==> src/rtl/la_rstseq_if.sv <==
// Sequenced-reset bundle between la_rstseq and its consumer: software reset
// request in, per-domain active-low resets and completion flag out.
interface la_rstseq_if #(
    parameter int N = 4
);
    logic         swrst;
    logic [N-1:0] nrst_out;
    logic         done;

    // Driver of the software reset and consumer of the sequenced resets.
    modport master (
        output swrst,
        input  nrst_out,
        input  done
    );

    // The reset sequencer itself.
    modport slave (
        input  swrst,
        output nrst_out,
        output done
    );
endinterface

==> src/rtl/la_rstseq.sv <==
// Reset sequencer: synchronizes deassertion of the pad reset through a flop
// chain fed by a tie-high, then releases N reset domains one at a time,
// DELAY cycles apart, and raises done once every domain is out of reset.
module la_rstseq #(
    parameter string PROP   = "DEFAULT",
    parameter int    STAGES = 2,
    parameter int    N      = 4,
    parameter int    DELAY  = 16
) (
    input  logic          clk,
    input  logic          nreset,
    la_rstseq_if.slave    bus
);
    localparam int CW = $clog2(DELAY + 1);
    localparam int IW = $clog2(N + 1);

    localparam logic [CW-1:0] CNT_LAST = CW'(DELAY - 1);
    localparam logic [IW-1:0] IDX_LAST = IW'(N - 1);
    localparam logic [N-1:0]  BIT0     = N'(1'b1);

    typedef enum logic [1:0] {
        HOLD  = 2'd0,
        COUNT = 2'd1,
        DONE  = 2'd2
    } state_t;

    logic [STAGES-1:0] sync_r;
    logic              sync_ok_s;
    logic              sync_next_s;

    state_t            state_r;
    logic [CW-1:0]     cnt_r;
    logic [IW-1:0]     idx_r;
    logic [N-1:0]      nrst_r;
    logic              done_r;

    // sync_ok is the last stage; sync_next is the value about to enter it.
    // Leaving HOLD on sync_next means the first counting edge is the one on
    // which sync_ok itself rises, so bit 0 releases STAGES+DELAY edges after
    // deassertion, and m+DELAY edges after the first edge with swrst low.
    assign sync_ok_s   = sync_r[STAGES-1];
    assign sync_next_s = sync_r[STAGES-2];

    // Reset-deassertion synchronizer: shift a constant 1 through the chain.
    always_ff @(posedge clk or negedge nreset) begin
        if (!nreset) begin
            sync_r <= '0;
        end else begin
            sync_r <= {sync_r[STAGES-2:0], 1'b1};
        end
    end

    // Release sequencer; all outputs come straight from these flops.
    always_ff @(posedge clk or negedge nreset) begin
        if (!nreset) begin
            state_r <= HOLD;
            cnt_r   <= '0;
            idx_r   <= '0;
            nrst_r  <= '0;
            done_r  <= 1'b0;
        end else if (bus.swrst) begin
            // Software reset wins over any release due on this edge.
            state_r <= HOLD;
            cnt_r   <= '0;
            idx_r   <= '0;
            nrst_r  <= '0;
            done_r  <= 1'b0;
        end else begin
            case (state_r)
                HOLD: begin
                    if (sync_next_s || sync_ok_s) begin
                        state_r <= COUNT;
                    end else begin
                        state_r <= HOLD;
                    end
                end
                COUNT: begin
                    if (cnt_r == CNT_LAST) begin
                        nrst_r <= nrst_r | (BIT0 << idx_r);
                        cnt_r  <= '0;
                        idx_r  <= idx_r + IW'(1);
                        if (idx_r == IDX_LAST) begin
                            state_r <= DONE;
                            done_r  <= 1'b1;
                        end else begin
                            state_r <= COUNT;
                        end
                    end else begin
                        cnt_r <= cnt_r + CW'(1);
                    end
                end
                DONE: begin
                    state_r <= DONE;
                end
                default: begin
                    state_r <= HOLD;
                    cnt_r   <= '0;
                    idx_r   <= '0;
                    nrst_r  <= '0;
                    done_r  <= 1'b0;
                end
            endcase
        end
    end

    assign bus.nrst_out = nrst_r;
    assign bus.done     = done_r;
endmodule
==> src/flat_wrapper.sv <==
// flat-port wrapper written by rule: the top's interface ports become plain ports
module la_rstseq_flat 
#(
    parameter string PROP   = "       ",
    parameter int    STAGES = 2,
    parameter int    N      = 4,
    parameter int    DELAY  = 16
)
  (clk, nreset, bus_swrst, bus_nrst_out, bus_done);
  la_rstseq_if #(.N(N)) bus_i ();
  input  logic clk;
  input  logic nreset;
  input wire logic [$bits(bus_i.swrst)-1:0] bus_swrst;
  output wire logic [$bits(bus_i.nrst_out)-1:0] bus_nrst_out;
  output wire logic [$bits(bus_i.done)-1:0] bus_done;
  assign bus_i.swrst = bus_swrst;
  assign bus_nrst_out = bus_i.nrst_out;
  assign bus_done = bus_i.done;
  la_rstseq #(.PROP(PROP), .STAGES(STAGES), .N(N), .DELAY(DELAY)) u_core (.clk(clk), .nreset(nreset), .bus(bus_i));
endmodule
==> config.mk <==
export PLATFORM = sky130hd
export DESIGN_NAME = la_rstseq_flat
export DESIGN_NICKNAME = d
export VERILOG_FILES = /design/src/rtl/la_rstseq_if.sv /design/src/rtl/la_rstseq.sv /design/src/flat_wrapper.sv
export SDC_FILE = /design/constraint.sdc
export NUM_CORES = 1
export LEC_CHECK = 0
export CAP_MARGIN = 25
export CORE_MARGIN = 2
export CORE_UTILIZATION = 30
export DETAILED_ROUTE_END_ITERATION = 12
export DONT_BUFFER_PORTS = 1
export SKIP_CTS_REPAIR_TIMING = 1
export SLEW_MARGIN = 30
export SYNTH_ARGS = -nofsm -noshare
export SYNTH_HDL_FRONTEND = slang
export SYNTH_SLANG_ARGS = --single-unit
export TNS_END_PERCENT = 10
==> constraint.sdc <==
create_clock -name clk -period 2.4 [get_ports clk]
set_input_delay 0.48 -clock clk [delete_from_list [all_inputs] [get_ports clk]]
set_output_delay 0.48 -clock clk [all_outputs]
set_load 0.05 [all_outputs]
==> impl_results.md, run 1 <==
- Row count: 18
- Final GP Congestion: about 0.73
- Sw Pwr: 0.0001095 W
- Primary FF master, synth: dfrtp_1
- WL final: 1303 µm
- Type of origin of the critical path: flip-flop
- Antenna cells: 0
- Worst IR drop on VDD: 0.3418 mV
- Starting density of the core: 32.34%
- Max cap viols: 0
- R2R Path End: u_core.idx_r[0]
- Synth top area share: 52.15%
- Synth Warn #: 0
- Setup crit end: u_core.idx_r[0]
- First-iteration detailed-routing DRC count: 5
- Crit-path leading delay family: flip-flops
- Slew margin rel.: 51.53%
- Status: finished clean
- First-pass GRT wire length: 2373 µm
- Clock power share: 31.6%
- Final Hold Vio Count: 0
- Period minus WS final: 1.622 ns
- Reg power frac: 62.4%
- Final Cell Area: 884.6 µm²
- M2 GR Usage: 14.79%
- Synth top area cells: dfrtp_1 (52%), ha_1 (11%), a31oi_1 (4.6%), nor2_1 (3.2%), a22o_1 (3.2%)
- FFs w/ async S/R, synth: 100.0%
- Area delta synth->final: 8.436%
- Worst path arrival time: between 1.5 and 2 ns
- Drt drc: 0
- Worst EP required: 2.59 ns
- Fmax: 0.6165 GHz
- Net Sw Frac: 22.97%
- Syn Std Cell Area: 815.8 µm²
- Setup Viol. Count Final: 0
- Clk_lat worst skew: 0.29 ns
- Core outline area: 2522 µm²
- Gr busiest metal: met2
- CTS root buf: clkbuf_4
- Net count, final: 87
- Most frequent cell after synthesis: dfrtp_1
- Setup Skew: 0.01348 ns
- Clock tree buffer depth: 2
- Area of the multi-input gates: 370.4 µm²
- Slowest stage cell, crit path: dfrtp_1
- Largest net degree at the start of global routing: 18
- Share of cells above drive strength 1: between 10% and 20%
- Die W: around 56 µm
- Slew @ Worst Pin: 0.7247 ns
- GRT Total Usage: 10.04%
- Vias in the first global route: 496
- Clock transition at path regs: ~0.1 ns
- Met3 usage: 4.884%
- Sink Count: 17
- Area after DPL: roughly 850 µm²
- Gr ovfl total: 0
- CTS tree: built
- Final period util: 67.59%
- FF-to-FF Start: u_core.cnt_r[0]
- Cells on worst reg2reg path: 4
- CP Capture Type: flip-flop
- Pwr dens: approximately 540 nW/µm²
- Post-synth cell types: 29
- WL/cell: 12.29 µm
- HP Class: input port to flip-flop
- Syn Area/Cell: 11.33 µm²
- CP bufs+invs: 0
- EDFF count, synth: 0
- Die Span Y: 56.15 µm
- Top-Level Pins: 8
- Register area share after synthesis: around 52%
- Num CTS Buffers: 3
- Leak Pwr: 0.4158 nW
- Register area: 425.4 µm²
- Most frequent cells after synthesis: dfrtp_1 (17), ha_1 (7), nor2_1 (7), a31oi_1 (6), inv_1 (4)
- Crit-path cells: ha_1 > and4b_1 > o21ai_0 > mux2_2
- Met1 GRT Util: 12.50%
- Int Pwr: 0.0003672 W
- Port Buffers: 0
- Post-Syn Instances: 72
- Setup CP Type: flip-flop to flip-flop
- Worst path depth: 4
- Hpwl dp: 993.4 µm
- FILL cells: about 270
- Via count: 506
- Total negative setup slack: 0 ns
- Max Fanout on Critical Path: 10
- Vias/cell: between 4 and 5
- Dominant cell type by area after synthesis: dfrtp_1
- Crit-path max cell delay: 0.40 ns
- Syn Nets: 82
- Die ar.: 3152 µm²
- RSZ-0062 raised after global routing: no
- H-tree Lvls: 1
- R2R setup slack: 0.78 ns
- CP startpoint: u_core.cnt_r[0]
- Synthesis-stage register bit count: 17
- Max-slew violation count: 0
- Part of the power in combinational logic: ~6.0%
- Initial antenna violation count: 0
- Drt pass-1 iters: 3
- Number of antenna-violating nets in the routed design: 0
==> per-stage QoR <==
step	instances	util, %	total power (W)	setup slack, ns	hold slack [ns]
6_report	106	35.07	0.0004768	0.7778	0.2305
5_1_grt	106	35.07	0.0005068	0.6373	0.2246
4_1_cts	105	34.67	0.0004809	0.7550	-0.1471
3_5_place_dp	101	33.63	0.0003259	0.7536	0.1849
3_3_place_gp	101	33.63	0.0003255	0.7659	0.1849
2_1_floorplan	72	-	0.0003203	0.9134	0.1844
==> how the worst min path moves through the flow <==
stage | from | end | slack [ns] | cells after the start
global route | bus_swrst | u_core.state_r[1] | 0.22 | 1
CTS | nreset | u_core.cnt_r[0] | -0.15 | 0
floorplan | nreset | u_core.bus.done | 0.18 | 0
finish | bus_swrst | u_core.state_r[1] | 0.23 | 1
detailed placement | nreset | u_core.cnt_r[0] | 0.18 | 0
global placement | nreset | u_core.cnt_r[1] | 0.18 | 0
==> logic make-up (layout without fill, tap and decap cells) <==
kind of cell             count (synthesis)  after routing  synth area share (%)
multiplexers                             1              1                 1.380
adder cells (fa/ha/maj)                  7              7                 10.74
buffers and inverters                    5              9                 2.453
flip-flops                              17             17                 52.15
AND/OR/NAND/NOR                         24             24                 17.95
AO/OA/AOI/OAI                           17             17                 14.88
other                                    1              1                0.4597
==> power by group through the flow <==
stage	sequential [W]	combinational (W)	clock, W
3_5_place_dp	0.000303	0.0000225	0
2_1_floorplan	0.000302	0.0000183	0
4_1_cts	0.000298	0.0000228	0.000160
5_1_grt	0.000299	0.0000337	0.000174
6_report	0.000297	0.0000285	0.000151
3_3_place_gp	0.000303	0.0000226	0
==> routing by layer <==
| metal | up-vias | wire length (µm) |
|---|---|---|
| li1 | 266 | - |
| met1 | 230 | 655 |
| met2 | 6 | 568 |
| met3 | 4 | 52 |
| met4 | 0 | 26 |
| met5 | - | 0 |
==> layout make-up <==
type | count | share of cell area, %
flip-flops and latches | 17 | 48.09
multi-input cells | 50 | 41.87
well taps | 30 | 4.243
clock buffers | 4 | 2.970
inverters | 4 | 1.697
repair buffers | 1 | 1.132
==> layout by cell type (no fill, tap or decap), types with 2 or more instances in the layout <==
cell       n
nand2b_1   2
a22o_1     3
inv_1      4
dfrtp_1   17
clkbuf_4   3
nor2_1     7
o21ai_0    3
a31oi_1    6
nand2_1    3
ha_1       7
==> state kept, by name, summed over array words and instances, names as in the netlist <==
| name | cells |
|---|---|
| u_core.bus.done | 1 |
| u_core.bus.nrst_out | 4 |
| u_core.cnt_r | 5 |
| u_core.idx_r | 3 |
| u_core.state_r | 2 |
| u_core.sync_r | 2 |
==> worst register-to-register path, delay by kind of cell, from the launching register on <==
kind	cells	cell delay (ns)
flops	1	0.40
simple gates	1	0.39
mux	1	0.30
compound gates	1	0.23
fa+ha+maj	1	0.20
(Power assumes the default switching activity.)
==> inputs of run 2 (changes only) <==
- clock period: 2.4 -> 1.3 ns (I/O delays scaled with it)
==> impl_results.md, run 2 (synthesis results as in run 1) <==
- Drt pass-1 iters: 4
- Worst EP required: 1.49 ns
- Hpwl dp: around 1200 µm
- Max Fanout on Critical Path: 6
- Leak Pwr: 0.5201 nW
- Port Buffers: 0
- Num CTS Buffers: 3
- Final Cell Area: 1061 µm²
- Net count, final: 106
- Max-slew violation count: 0
- Final period util: 109.1%
- Number of antenna-violating nets in the routed design: 0
- FILL cells: 243
- First-iteration detailed-routing DRC count: 9
- Setup CP Type: flip-flop to flip-flop
- Setup crit end: u_core.idx_r[0]
- Worst path arrival time: 1.61 ns
- WL final: 1661 µm
- Die ar.: 3152 µm²
- Antenna cells: 0
- Final GP Congestion: about 0.8
- Final Hold Vio Count: 0
- Drt drc: 0
- Cells on worst reg2reg path: 5
- Pwr dens: 880.0 nW/µm²
- Pre-CTS setup slack: -0.1284 ns
- Hold slack: 0.2097 ns
- Type of origin of the critical path: flip-flop
- RSZ-0062 raised after global routing: yes
- Via count: 609
- Sink Count: 17
- Most flops, register: u_core.cnt_r
- Total Power: ~0.00093 W
- Status: finished, violations left
- Row count: 18
- CTS root buf: clkbuf_4
- Worst IR drop on VDD: 0.6012 mV
- Vias in the first global route: 597
- Max cap viols: 0
- Top-Level Pins: 8
- Share of cells above drive strength 1: 34.74%
- CP startpoint: u_core.cnt_r[0]
- CP Capture Type: flip-flop
- R2R Path End: u_core.idx_r[0]
- Slew margin rel.: 48.92%
- H-tree Lvls: 1
- FF-to-FF Start: u_core.cnt_r[0]
- Die W: 56.15 µm
- First-pass GRT wire length: 2725 µm
- Fmax: 0.7053 GHz
- Final worst slack: -0.1178 ns
- Period minus WS final: approximately 1.4 ns
- Failing checks: negative setup slack
- Fin cells: 125
- Most frequent cells in the layout: dfrtp_1 (17), buf_4 (16), nor2_1 (7), a31oi_1 (6), ha_1 (6)
- Largest net degree at the start of global routing: 18
- WL/cell: roughly 13 µm
- Gr ovfl total: 0
- Initial antenna violation count: 0
- Slew @ Worst Pin: 0.7637 ns
- Setup Viol. Count Final: 10
- Placed Cells: 117
- Vias/cell: roughly 5
- Setup Skew: ~0.0076 ns
- CTS tree: built
- Max FFs per register: 5
- Core outline area: ~2500 µm²
- Starting density of the core: between 30 and 40%
- HP Class: input port to flip-flop
- Area after DPL: a little under 1000 µm²
- Clock tree buffer depth: 2
- Area delta synth->final: 30.06%
- Die Span Y: roughly 56 µm
- Clk_lat worst skew: 0.29 ns
- Clock transition at path regs: 0.10 ns
- GRT Total Usage: between 10% and 20%
- Most common cell after layout, fill and taps aside: dfrtp_1
- R2R setup slack: -0.12 ns
## run 2: worst min-delay path by stage
stage          slack, ns         endpoint  depth (start not counted)      start
4_1_cts            -0.37  u_core.idx_r[2]                          0     nreset
3_3_place_gp       -0.04  u_core.cnt_r[3]                          0     nreset
5_1_grt             0.21  u_core.cnt_r[1]                          2  bus_swrst
3_5_place_dp       -0.04  u_core.cnt_r[4]                          0     nreset
6_report            0.21  u_core.cnt_r[1]                          2  bus_swrst
2_1_floorplan      -0.04  u_core.bus.done                          0     nreset
## run 2: per-stage QoR
step	util (%)	setup TNS (ns)
2_1_floorplan	-	-0.2022
3_3_place_gp	38.59	-0.5440
3_5_place_dp	38.59	-0.8087
4_1_cts	39.68	-1.004
5_1_grt	42.06	-1.282
6_report	42.06	-0.6063
## run 2: worst max-delay path, stage by stage (launching register included)
cell	delay, ns
dfrtp_1	0.40
ha_2	0.19
and4b_1	0.20
buf_6	0.13
and2_4	0.14
mux2_2	0.26
## run 2: layout make-up
type / instances / area (µm²) / share of cell area (%)
Sequential cell: 17 / 425.4 / 40.09
Multi-Input combinational cell: 50 / 392.9 / 37.03
Timing Repair Buffer: 20 / 162.7 / 15.33
Tap cell: 30 / 37.54 / 3.538
Clock buffer: 3 / 22.52 / 2.123
Inverter: 4 / 15.01 / 1.415
Clock inverter: 1 / 5.005 / 0.4717
## run 2: metal layers
metal / vias up / track usage [%] / part of all wire [%]
met5: - / 0 / 0
met4: 0 / 3.061 / 0.72
met3: 2 / 4.186 / 2.6
met2: 6 / 17.82 / 49
met1: 297 / 13.81 / 48
li1: 304 / - / -
## run 2: power breakdown
| part | total, W | internal, W | switching [W] | leakage [nW] |
|---|---|---|---|---|
| combinational | 0.000103 | 0.0000546 | 0.0000487 | 0.273 |
| clock | 0.000284 | 0.000115 | 0.000170 | 0.0177 |
| sequential | 0.000546 | 0.000539 | 0.00000712 | 0.230 |
